<file path="config.mk">
export PLATFORM = sky130hd
export DESIGN_NAME = mem_access_unit
export DESIGN_NICKNAME = d
export VERILOG_FILES = /design/src/rtl/mem_access_unit.sv
export SDC_FILE = /design/constraint.sdc
export NUM_CORES = 1
export LEC_CHECK = 0
export ABC_AREA = 1
export CAP_MARGIN = 30
export CORE_MARGIN = 3
export CORE_UTILIZATION = 45
export DETAILED_ROUTE_END_ITERATION = 8
export GPL_ROUTABILITY_DRIVEN = 0
export GPL_TIMING_DRIVEN = 0
export PLACE_DENSITY = 0.74
export SYNTH_ARGS = -nofsm -noshare
export SYNTH_HDL_FRONTEND = slang
export SYNTH_SLANG_ARGS = --single-unit
</file>
<file path="constraint.sdc">
create_clock -name clk -period 5.8 [get_ports clk]
set_clock_uncertainty 0.1 [all_clocks]
set_input_delay 0.58 -clock clk [delete_from_list [all_inputs] [get_ports clk]]
set_output_delay 0.58 -clock clk [all_outputs]
set_load 0.01 [all_outputs]
</file>
<file path="src/rtl/mem_access_unit.sv">
// Load/store unit: byte enables, two-beat misaligned split, bus timeout,
// and sign/zero extension between the controller and a word-addressed bus.
module mem_access_unit #(
  parameter int WORD_ADDR_BITS   = 16,
  parameter bit MISALIGNED_SPLIT = 1'b1,
  parameter int TIMEOUT_CYCLES   = 255
) (
  input  logic                      clk,
  input  logic                      rst,
  input  logic                      req,
  input  logic                      we,
  input  logic [2:0]                funct3,
  input  logic [31:0]               addr,
  input  logic [31:0]               wdata,
  output logic                      ready,
  output logic                      done,
  output logic [31:0]               rdata,
  output logic                      fault,
  output logic [1:0]                fault_code,
  output logic                      bus_req,
  output logic                      bus_we,
  output logic [WORD_ADDR_BITS-1:0] bus_addr,
  output logic [3:0]                bus_be,
  output logic [31:0]               bus_wdata,
  input  logic                      bus_ready,
  input  logic [31:0]               bus_rdata
);

  localparam int CW = $clog2(TIMEOUT_CYCLES + 1) + 1;

  typedef enum logic [1:0] {
    IDLE,
    BEAT0,
    BEAT1,
    RESP
  } state_t;

  state_t r_state;
  state_t w_nxt;

  logic        r_we;
  logic [2:0]  r_f3;
  logic [1:0]  r_off;
  logic        r_cross;
  logic [1:0]  r_code;
  logic [31:0] r_lo;
  logic [31:0] r_hi;
  logic [3:0]  r_be1;
  logic [31:0] r_wd1;
  logic [CW-1:0] r_cnt;

  logic                      r_bus_req;
  logic                      r_bus_we;
  logic [WORD_ADDR_BITS-1:0] r_bus_addr;
  logic [3:0]                r_bus_be;
  logic [31:0]               r_bus_wdata;

  logic [2:0]  w_size;
  logic [3:0]  w_mask;
  logic        w_illegal;
  logic        w_cross;
  logic        w_misfault;
  logic [7:0]  w_be_sh;
  logic [63:0] w_wd_sh;
  logic        w_tmo;
  logic [63:0] w_sh64;
  logic [31:0] w_sh;
  logic [31:0] w_ext;
  logic        w_unused;

  always_comb begin
    w_size = 3'd0;
    w_mask = 4'h0;
    case (funct3[1:0])
      2'b00:   begin w_size = 3'd1; w_mask = 4'h1; end
      2'b01:   begin w_size = 3'd2; w_mask = 4'h3; end
      2'b10:   begin w_size = 3'd4; w_mask = 4'hF; end
      default: begin w_size = 3'd0; w_mask = 4'h0; end
    endcase
  end

  assign w_illegal  = (funct3[1:0] == 2'b11) | (funct3 == 3'b110)
                    | (we & funct3[2]);
  assign w_cross    = ({1'b0, addr[1:0]} + w_size) > 3'd4;
  assign w_misfault = w_cross & ~MISALIGNED_SPLIT;
  assign w_be_sh    = {4'h0, w_mask} << addr[1:0];
  assign w_wd_sh    = {32'h0, wdata} << {addr[1:0], 3'b000};

  // bus_ready in the final cycle wins over the timeout
  assign w_tmo = (TIMEOUT_CYCLES != 0)
               && (r_cnt == CW'(TIMEOUT_CYCLES)) && !bus_ready;

  always_ff @(posedge clk or posedge rst) begin
    if (rst) r_state <= IDLE;
    else     r_state <= w_nxt;
  end

  always_comb begin
    w_nxt = r_state;
    unique case (r_state)
      IDLE: begin
        if (req) w_nxt = (w_illegal || w_misfault) ? RESP : BEAT0;
      end
      BEAT0: begin
        if (bus_ready) w_nxt = r_cross ? BEAT1 : RESP;
        else if (w_tmo) w_nxt = RESP;
      end
      BEAT1: begin
        if (bus_ready || w_tmo) w_nxt = RESP;
      end
      RESP:    w_nxt = IDLE;
      default: w_nxt = IDLE;
    endcase
  end

  always_ff @(posedge clk or posedge rst) begin
    if (rst) begin
      r_we        <= 1'b0;
      r_f3        <= 3'b000;
      r_off       <= 2'b00;
      r_cross     <= 1'b0;
      r_code      <= 2'b00;
      r_lo        <= 32'h0;
      r_hi        <= 32'h0;
      r_be1       <= 4'h0;
      r_wd1       <= 32'h0;
      r_cnt       <= '0;
      r_bus_req   <= 1'b0;
      r_bus_we    <= 1'b0;
      r_bus_addr  <= '0;
      r_bus_be    <= 4'h0;
      r_bus_wdata <= 32'h0;
    end else begin
      unique case (r_state)
        IDLE: begin
          if (req) begin
            r_we    <= we;
            r_f3    <= funct3;
            r_off   <= addr[1:0];
            r_cross <= w_cross;
            r_be1   <= w_be_sh[7:4];
            r_wd1   <= w_wd_sh[63:32];
            r_cnt   <= CW'(1);
            if (w_illegal) begin
              r_code <= 2'b10;
            end else if (w_misfault) begin
              r_code <= 2'b01;
            end else begin
              r_code      <= 2'b00;
              r_bus_req   <= 1'b1;
              r_bus_we    <= we;
              r_bus_addr  <= addr[WORD_ADDR_BITS+1:2];
              r_bus_be    <= w_be_sh[3:0];
              r_bus_wdata <= w_wd_sh[31:0];
            end
          end
        end
        BEAT0, BEAT1: begin
          if (bus_ready) begin
            if (r_state == BEAT0) r_lo <= bus_rdata;
            else                  r_hi <= bus_rdata;
            if (r_state == BEAT0 && r_cross) begin
              r_cnt       <= CW'(1);
              r_bus_addr  <= r_bus_addr + WORD_ADDR_BITS'(1);
              r_bus_be    <= r_be1;
              r_bus_wdata <= r_wd1;
            end else begin
              r_bus_req   <= 1'b0;
              r_bus_we    <= 1'b0;
              r_bus_be    <= 4'h0;
              r_bus_wdata <= 32'h0;
            end
          end else if (w_tmo) begin
            r_code      <= 2'b11;
            r_bus_req   <= 1'b0;
            r_bus_we    <= 1'b0;
            r_bus_be    <= 4'h0;
            r_bus_wdata <= 32'h0;
          end else begin
            r_cnt <= r_cnt + CW'(1);
          end
        end
        default: ;
      endcase
    end
  end

  assign w_sh64 = {r_hi, r_lo} >> {r_off, 3'b000};
  assign w_sh   = w_sh64[31:0];

  always_comb begin
    w_ext = w_sh;
    case (r_f3[1:0])
      2'b00:   w_ext = r_f3[2] ? {24'h0, w_sh[7:0]}
                               : {{24{w_sh[7]}}, w_sh[7:0]};
      2'b01:   w_ext = r_f3[2] ? {16'h0, w_sh[15:0]}
                               : {{16{w_sh[15]}}, w_sh[15:0]};
      default: w_ext = w_sh;
    endcase
  end

  assign ready      = (r_state == IDLE);
  assign done       = (r_state == RESP);
  assign fault      = done && (r_code != 2'b00);
  assign fault_code = done ? r_code : 2'b00;
  assign rdata      = (done && r_code == 2'b00 && !r_we) ? w_ext : 32'h0;

  assign bus_req   = r_bus_req;
  assign bus_we    = r_bus_we;
  assign bus_addr  = r_bus_addr;
  assign bus_be    = r_bus_be;
  assign bus_wdata = r_bus_wdata;

  assign w_unused = ^{addr[31:WORD_ADDR_BITS+2], w_sh64[63:32]};

endmodule

</file>
======== After elaboration in Yosys (flattened, before gate mapping) ========
Cells that the tools add are included.
cells by class
  magnitude comparators ................... 1
  bitwise operators ....................... 4
  eq/ne operators ......................... 21
  reduce and logical (&&, ||, !) cells .... 24
  $add $sub $neg .......................... 3
  muxes and demuxes ....................... 49
  shifts and indexed selects .............. 3
operators by type and width
  operator                                        number
  2-to-1 mux 32 bit                               8
  one-hot mux 32 bit (2 select lines)             2
  2-to-1 mux 16 bit                               4
  left shift 32 x 5 -> 64 bit                     1
  >> shifter 64 x 5 -> 32 bit                     1
  2-to-1 mux 9 bit                                4
  one-hot mux 16 bit (2 select lines)             1
  2-to-1 mux 4 bit                                5
  2-to-1 mux 2 bit                                9
  one-hot mux 9 bit (2 select lines)              1
  adder 16 x 1 -> 16 bit (second input constant)  1
  inequality test 3 bit (second input constant)   5
  inequality test 2 bit (second input constant)   7
  one-hot mux 4 bit (3 select lines)              1
  AND reduction 4 bit                             3
  AND reduction 5 bit                             2
  adder 9 x 1 -> 9 bit (second input constant)    1
  == test 9 x 8 -> 1 bit (second input constant)  1
  one-hot mux 3 bit (3 select lines)              1
  AND reduction 3 bit                             3
  == test 2 bit (second input constant)           4
  zero test 2 bit                                 4
  2-to-1 mux 1 bit                                8
  one-hot mux 2 bit (4 select lines)              1
  other kinds (17)                                27
storage, ports and cells
  register bits ........................... 174
  output and inout bits ................... 91
  input bits .............................. 104
  word-level logic and storage cells ...... 121

======== Longest topological paths before layout ========
Gate-level depths: netlist of the first run.
  word-level depth ........................ 6
  mapped depth ............................ 14
  gate-level depth less buffers ........... 14

======== Least setup slack after synthesis of the first run ========
OpenSTA, ideal clock, no wires.
  path type ............................... flip-flop to output port
  start point ............................. reg r_state[0]
  end point ............................... out rdata[21]
  required time ........................... 5.120 ns
  data arrival time ....................... 1.567 ns
  setup slack ............................. 3.553 ns
  buffers on the path ..................... 1
  cell stages (with the launch flop) ...... 7
  path through ............................ dfrtp_1 > ha_1 > nand4_1 > inv_1 > nand2_2 > buf_6 > nor2_1
between the ends
  word-level cells in the longest chain between the ends .. 4
RTL lines
  what                             RTL line  source
  from (decl)                      38        state_t r_state;
  from (signal assigned)           95        else r_state <= w_nxt;
  == test 2 bit                    203       assign done = (r_state == RESP);
  via done                         16        output logic done,
  logical AND 1 bit (2 in series)  206       assign rdata = (done && r_code == 2'b00 && !r_we) ? w_ext : 32'h0;
  2-to-1 mux 32 bit                206
  to (decl)                        17        output logic [31:0] rdata,
The timed path passes the listed nets, and every way through them passes these cells.

======== Worst setup path after layout of the first run ========
  start point ............................. reg r_state[0]
  end point ............................... out rdata[24]
between the ends
  word-level cells in the longest chain between the ends .. 4
RTL lines
  what                             RTL line
  == test 2 bit                    203
  logical AND 1 bit (2 in series)  206
  2-to-1 mux 32 bit                206
No other way between the ends.

==> impl_metrics.toml, run 1 <==
[power]
vdd_drop_max_mv = 0.2897
power_switching_w = 0.002738
p_int_w = 0.003414
combPwrFrac = 0.489
p_clk_frac = 0.200
power.density_mw_per_mm2 = 529.4
leakage_nw = 5.586
swShare = 0.4450
power_frac_seq = 0.312

[clock_tree]
postCtsHoldBufs = 0
clk_pin_slew_ns = 0.07
cts_buffer_depth = 2
cts_root_buf = "clkbuf_16"
cts_tree = "built"
cts_buffers = 17
post_cts_buffers = 0
cts_resized = 0
h-tree-depth = 4
clock_latency_ns = 0.44
cts_sinks = 157

[synth]
avgSynthCellArea_um2 = 7.064
ys_warn_count = 0
synth_top_cell_by_area = "dfrtp_1"
synthFlopType = "dfrtp_1"
synth_edf_count = 0
syn_nets = 1369
syn_area_mm2 = 0.008837
synth.ff_latch_count = 157
syn_inst = 1251
synth-seq-area-share = 0.4446
synth.area.top_cells = "dfrtp_1, nand2_1, o21ai_0, inv_1, nor2_1"
async_reset_ff_frac = 1.000
ys_types = 33
synth_top_area_share = 0.4446

[route]
vias = 9170
post_drt_wl_per_cell_um = 16.48
first_iter_violations = 940
firstDrtPassIters = 8
drtAntennaViolNets = 0
drc_errors = 0
wirelength_mm = 28.37
vias_per_cell = 5.325

[placed_design]
dp_cells = 1691
port_buffers = 179
dpl.hpwl_mm = 21.06

[global_routing]
first_global_vias = 8952
antenna_found_initial = 0
grt-ovfl-total = 0
grt_max_degree = 80
grt_pass1_wl_mm = 46.31
grtUsageTotal = 0.2681

[setup_path]
end_kind = "output pin"
worstPathMaxFanout = 10
cp-start-kind = "register"
startpoint = "r_state[0]"
cp.required_ns = 5.12
timing.rr.end = "bus_wdata[1]"
rr_worst_depth = 10
crit_end = "rdata[24]"
r2r_start = "r_state[0]"
path_class = "reg -> out"
r2r_slack_ns = 3.23
crit_arrival_ns = 3.12

[finish]
utilization = 0.6111
antennaDiodeCount = 0
area_growth_pct = 31.50
nets = 1568
layoutNonFillerInstCount = 1722
drive_gt1_frac = 0.06156

[sta]
worst_pin_slew_ns = 0.7101
hold_viol = 0
fmax_ghz = 0.2634
slew_viol_final = 0
post-route-period-util = 0.6545
period_minus_slack_ns = 3.796
slew_headroom = 0.5266
whs_ns = 0.3723
setup_violations = 0
rsz0062_at_grt = "false"

[run_status]
outcome = "finished clean"

[hold_path]
hold_path.class = "reg -> reg"

[flow_run]
maxCapViolations = 0

[floorplanning]
dieArea_mm2 = 0.02136
io-pin-count = 195
core-area_mm2 = 0.01902
floorplan.initialDensity = 0.4647
die_y_um = 146.1
rows = 50
die_x_um = 146.1
[power by group through the flow]
stage	logic (W)	clock network [W]	registers [W]
floorplan	0.00191	0	0.00186
global placement	0.00290	0	0.00190
detailed placement	0.00297	0	0.00191
CTS	0.00298	0.00124	0.00190
global route	0.00339	0.00128	0.00196
finish	0.00301	0.00123	0.00192
[registers in the layout, summed over array words and instances, names as in the netlist]
register   flops
r_state        2
bus_addr      16
r_lo          32
r_we           1
r_code         2
r_be1          3
r_f3           3
r_hi          24
bus_wdata     32
r_wd1         24
r_cross        1
bus_be         4
bus_req        1
bus_we         1
r_off          2
r_cnt          9
[critical path, stage by stage, from the launching register on]
cell and delay (ns):
dfrtp_1 0.41, ha_1 0.30, nand4_1 0.50, inv_1 0.42, nand2_2 0.19, buf_6 0.19, nor2_1 0.12, clkdlybuf4s50_1 0.55
[area by class of cell]
cell class	instances	area (um^2)
plain buffers	65	339.1
clock buffers	17	425.4
clock inverters	14	206.4
fillers	1792	7397
inverters	133	509.2
multi-input cells	896	4068
flip-flops and latches	157	3929
well taps	260	325.3
repair buffers	180	1819
[per-stage QoR]
stage	area (um^2)	total power [W]	setup TNS [ns]	worst slack [ns]
6_report	11620	0.006152	0	2.004
5_1_grt	11620	0.006632	0	1.882
4_1_cts	11620	0.006118	0	2.074
3_5_place_dp	10990	0.004880	0	2.545
3_3_place_gp	10950	0.004806	-207.35	-1.334
2_1_floorplan	8837	0.003766	0	0.8851
[cell usage after synthesis (5+ instances only)]
cell,instances
nand3_1,53
dfrtp_1,157
ha_1,13
o22ai_1,17
inv_2,5
clkbuf_1,30
nand2_1,429
buf_6,7
nor2_1,88
nand2_2,5
inv_1,127
a31oi_1,7
buf_2,21
a21oi_1,54
o21ai_0,200
nand4_1,6
[per-layer routing]
metal  vias up  track usage  share of wire
met1      4264       0.3765           0.43
met3        64      0.07076           0.10
met4         0      0.08608          0.022
met2       455       0.4073           0.45
met5         -            0              0
li1       4387            -              -
[how the worst min path moves through the flow]
stage | slack, ns | from | endpoint | depth (start not counted)
floorplan | 0.35 | r_be1[0] | r_be1[0] | 2
global placement | 0.36 | bus_wdata[0] | bus_wdata[0] | 2
detailed placement | 0.36 | bus_wdata[10] | bus_wdata[10] | 2
CTS | 0.37 | bus_wdata[7] | bus_wdata[7] | 2
global route | 0.39 | bus_wdata[10] | bus_wdata[10] | 2
finish | 0.37 | bus_wdata[4] | bus_wdata[4] | 2
[kinds of logic after synthesis]
group	count (synthesis)	share of synthesized area
simple gates	591	0.2656
compound gates	287	0.1689
buf+inv	198	0.09515
flops	157	0.4446
fa+ha+maj	14	0.02067
mux	4	0.005097
[layout by cell type, fill, tap and decap left out, types with 2 or more instances in the layout]
master	netlist	final
inv_2	5	5
clkbuf_16	0	17
clkdlybuf4s50_1	0	179
clkinv_2	0	2
inv_8	0	4
nand4_1	6	6
clkbuf_1	30	30
dfrtp_1	157	157
buf_6	7	7
nand3_2	2	2
bufinv_16	0	4
buf_1	2	2
mux2_2	4	4
nor2_1	88	88
nand2_2	5	5
nand2_1	429	429
nor2_2	4	4
a22oi_1	3	3
inv_1	127	126
buf_2	21	21
ha_1	13	13
o22ai_1	17	17
buf_4	4	4
nor3_1	2	2
o21ai_0	200	200
a31oi_1	7	7
inv_6	0	4
nand3_1	53	53
a21oi_1	54	54
o21ai_1	2	2
Power figures use the tool's default switching activity.
==> run 2: changes to the inputs <==
Clock period 5.8 ns to 3.8 ns, I/O delays scaled along.
==> impl_metrics.toml, run 2 (same netlist as run 1, synthesis figures left out) <==
[run_status]
outcome = "finished clean"

[placed_design]
port_buffers = 179
dp_slack_ns = 0.7334
placed_area_mm2 = 0.01104
dpl.hpwl_mm = 21.55

[route]
vias_per_cell = 5.318
wl_met3_mm = 2.767
drtAntennaViolNets = 0
post_drt_wl_per_cell_um = 16.37
wirelength_mm = 28.26
met2WireLength_mm = 12.56
vias = 9179
wl_met1_mm = 12.17
drc_errors = 0
firstDrtPassIters = 6
first_iter_violations = 848
top_layer = "met4"

[global_routing]
grt_max_degree = 41
antenna_found_initial = 0
grtUsageTotal = 0.2651
first_global_vias = 8811
grt_pass1_wl_mm = 45.69
grt-ovfl-total = 0

[sta]
setup_violations = 0
rsz0062_at_grt = "false"
fin_ws_ns = 0.2006
slew_headroom = 0.5301
post-route-period-util = 0.9472
fmax_ghz = 0.2778
worst_pin_slew_ns = 0.7048
hold_viol = 0
whs_ns = 0.2961
period_minus_slack_ns = 3.599
slew_viol_final = 0
tns_ns = 0

[setup_path]
end_kind = "output pin"
rr_worst_depth = 10
slowest_delay_ns = 0.55
crit_path_cell_trace = "ha_1 -> nand4_1 -> inv_1 -> nand2_2 -> buf_6 -> nor2_1 -> clkdlybuf4s50_1"
cp.required_ns = 3.32
path_buf_inv = 3
critPathSlowestCell = "clkdlybuf4s50_1"
timing.rr.end = "bus_wdata[0]"
cp_top_family = "buffers and inverters"
worstPathMaxFanout = 10
r2r_start = "r_state[0]"
crit_arrival_ns = 3.12
cp-start-kind = "register"
path_class = "reg -> out"
r2r_slack_ns = 1.28

[hold_path]
hold_path.class = "in -> async"

[clock_tree]
cts_buffer_depth = 2
cts_tree = "built"
post_cts_buffers = 0
postCtsHoldBufs = 0
cts_root_buf = "clkbuf_16"
cts_buffers = 17
cts_resized = 0
clock_latency_ns = 0.44
h-tree-depth = 4
cts_sinks = 157
clk_pin_slew_ns = 0.07

[finish]
antennaDiodeCount = 0
fill_cells = 1780
final_common_cell = "nand2_1"
nets = 1571
mostFrequentLayoutCells = "nand2_1, o21ai_0, clkdlybuf4s50_1, dfrtp_1, inv_1"
postLayoutCellArea_mm2 = 0.01158
drive_gt1_frac = 0.06344
area_growth_pct = 31.02

[floorplanning]
floorplan.initialDensity = 0.4647
io-pin-count = 195
rows = 50
die_x_um = 146.1
dieArea_mm2 = 0.02136
die_y_um = 146.1
core-area_mm2 = 0.01902

[power]
power.density_mw_per_mm2 = 786.1
leakage_nw = 5.547
vdd_drop_max_mv = 0.3810
p_total_w = 0.009102

[flow_run]
maxCapViolations = 0
run 2: layout make-up:
type | instances | area, um^2 | share of cell area
repair buffers | 183 | 1872 | 0.1617
well taps | 260 | 325.3 | 0.02810
multi-input cells | 896 | 4068 | 0.3513
flip-flops and latches | 157 | 3929 | 0.3393
plain buffers | 65 | 339.1 | 0.02928
clock buffers | 18 | 429.2 | 0.03707
inverters | 133 | 505.5 | 0.04366
clock inverters | 14 | 111.4 | 0.009617
run 2: through the flow:
step	std cells	util
6_report	1726	0.6088
5_1_grt	1726	0.6088
4_1_cts	1726	0.6088
3_5_place_dp	1694	0.5804
3_3_place_gp	1690	0.5762
2_1_floorplan	1251	-
run 2: per-layer routing:
layer	vias up	track usage
met3	67	0.06114
met5	-	0
met2	445	0.4128
met1	4260	0.3660
met4	0	0.09219
li1	4407	-
run 2: power by group:
group / internal [W] / leakage, nW / switching (W)
combinational: 0.00173 / 3.30 / 0.00284
sequential: 0.00237 / 2.00 / 0.000558
clock: 0.000846 / 0.252 / 0.000757
total: 0.00495 / 5.55 / 0.00415
run 2: how the worst max path moves through the flow:
stage / cells after the start / start / to / slack (ns)
after floorplan: 1 / rst / bus_addr[0] / 1.33
after global placement: 2 / rst / r_lo[3] / -0.05
after detailed placement: 7 / r_state[0] / rdata[23] / 0.73
after CTS: 7 / r_state[0] / rdata[23] / 0.25
after global routing: 7 / r_state[0] / rdata[29] / 0.07
final: 7 / r_state[0] / rdata[30] / 0.20
==> run 3: changes to the inputs <==
Settings changed: CAP_MARGIN 30 to default, SLEW_MARGIN from default to 20.
==> impl_metrics.toml, run 3 (same netlist as run 1, synthesis figures left out) <==
[run_status]
outcome = "finished clean"

[placed_design]
port_buffers = 179
dpl.hpwl_mm = 21.57
placed_area_mm2 = 0.01106

[setup_path]
worstPathMaxFanout = 10
end_kind = "output pin"
r2r_start = "r_state[0]"
r2r_slack_ns = 1.22
path_class = "reg -> out"
cp.required_ns = 3.32
rr_worst_depth = 10
timing.rr.end = "bus_wdata[1]"
cp-start-kind = "register"
crit_arrival_ns = 3.08

[hold_path]
hold_path.class = "in -> async"

[global_routing]
grt_pass1_wl_mm = 46.27
antenna_found_initial = 0
first_global_vias = 8845
grtUsageTotal = 0.2671
grt-ovfl-total = 0
grt_max_degree = 33

[clock_tree]
clk_pin_slew_ns = 0.07
cts_tree = "built"
cts_sinks = 157
postCtsHoldBufs = 0
cts_buffer_depth = 2
post_cts_buffers = 0
cts_buffers = 17
cts_root_buf = "clkbuf_16"
cts_resized = 0
h-tree-depth = 4
clock_latency_ns = 0.43

[floorplanning]
rows = 50
dieArea_mm2 = 0.02136
die_y_um = 146.1
io-pin-count = 195
die_x_um = 146.1
floorplan.initialDensity = 0.4647
core-area_mm2 = 0.01902

[route]
vias = 9351
drc_errors = 0
post_drt_wl_per_cell_um = 16.56
first_iter_violations = 1007
firstDrtPassIters = 6
wirelength_mm = 28.60
vias_per_cell = 5.415
drtAntennaViolNets = 0

[power]
vdd_drop_max_mv = 0.4001
power.density_mw_per_mm2 = 795.2
leakage_nw = 5.594

[sta]
fmax_ghz = 0.2807
rsz0062_at_grt = "false"
tns_ns = 0
worst_pin_slew_ns = 0.7061
slew_viol_final = 0
slew_headroom = 0.5293
setup_violations = 0
period_minus_slack_ns = 3.563
post-route-period-util = 0.9377
hold_viol = 0

[finish]
antennaDiodeCount = 0
final_common_cell = "nand2_1"
nets = 1572
mostFrequentLayoutCells = "nand2_1, o21ai_0, clkdlybuf4s50_1, dfrtp_1, inv_1"
area_growth_pct = 31.77
drive_gt1_frac = 0.06408
postLayoutCellArea_mm2 = 0.01164

[flow_run]
maxCapViolations = 0
[run 3: how the worst max path moves through the flow]
stage / startpoint / to / slack [ns] / depth (start not counted)
floorplan: rst / bus_addr[0] / 1.33 / 1
global placement: rst / r_lo[3] / -0.05 / 2
detailed placement: r_state[0] / rdata[30] / 0.75 / 7
CTS: r_state[0] / rdata[30] / 0.29 / 7
global route: r_state[0] / rdata[29] / 0.06 / 7
finish: r_state[0] / rdata[30] / 0.24 / 7
[run 3: layout make-up]
class / instances / area, um^2
tap: 260 / 325.3
buffer: 65 / 339.1
sequential: 157 / 3929
inverter: 133 / 505.5
fill: 1712 / 7373
timing repair buffer: 184 / 1892
clock inverter: 14 / 157.7
clock buffer: 18 / 429.2
multi-input combinational: 896 / 4068
[run 3: where the power goes]
part | switching, W | total [W] | internal, W
logic | 0.00287 | 0.00460 | 0.00173
clock network | 0.000747 | 0.00173 | 0.000983
registers | 0.000560 | 0.00293 | 0.00237
[run 3: worst max-delay path, stage by stage (launching register included)]
cell and delay [ns]:
dfrtp_1 0.42, ha_1 0.29, nand4_1 0.50, inv_1 0.41, nand2_2 0.19, buf_6 0.19
nor2_1 0.11, clkdlybuf4s50_1 0.54
[run 3: stage by stage]
step / util / setup WS [ns] / std cells / hold WS (ns) / power (W)
after floorplan: - / 1.333 / 1251 / 0.3499 / 0.005749
after global routing: 0.6123 / 0.06201 / 1727 / 0.2385 / 0.009976
final: 0.6123 / 0.2369 / 1727 / 0.2068 / 0.009260
after detailed placement: 0.5814 / 0.7509 / 1695 / 0.3619 / 0.007457
after global placement: 0.5762 / -0.04666 / 1690 / 0.3567 / 0.007327
after CTS: 0.6123 / 0.2928 / 1727 / 0.2084 / 0.009215
[run 3: per-layer routing]
layer | track usage | share of wire | wire (um)
met1 | 0.3738 | 0.42 | 12070
met2 | 0.4119 | 0.45 | 12750
met3 | 0.06642 | 0.11 | 3025
met5 | 0 | 0 | 0
met4 | 0.08184 | 0.026 | 757
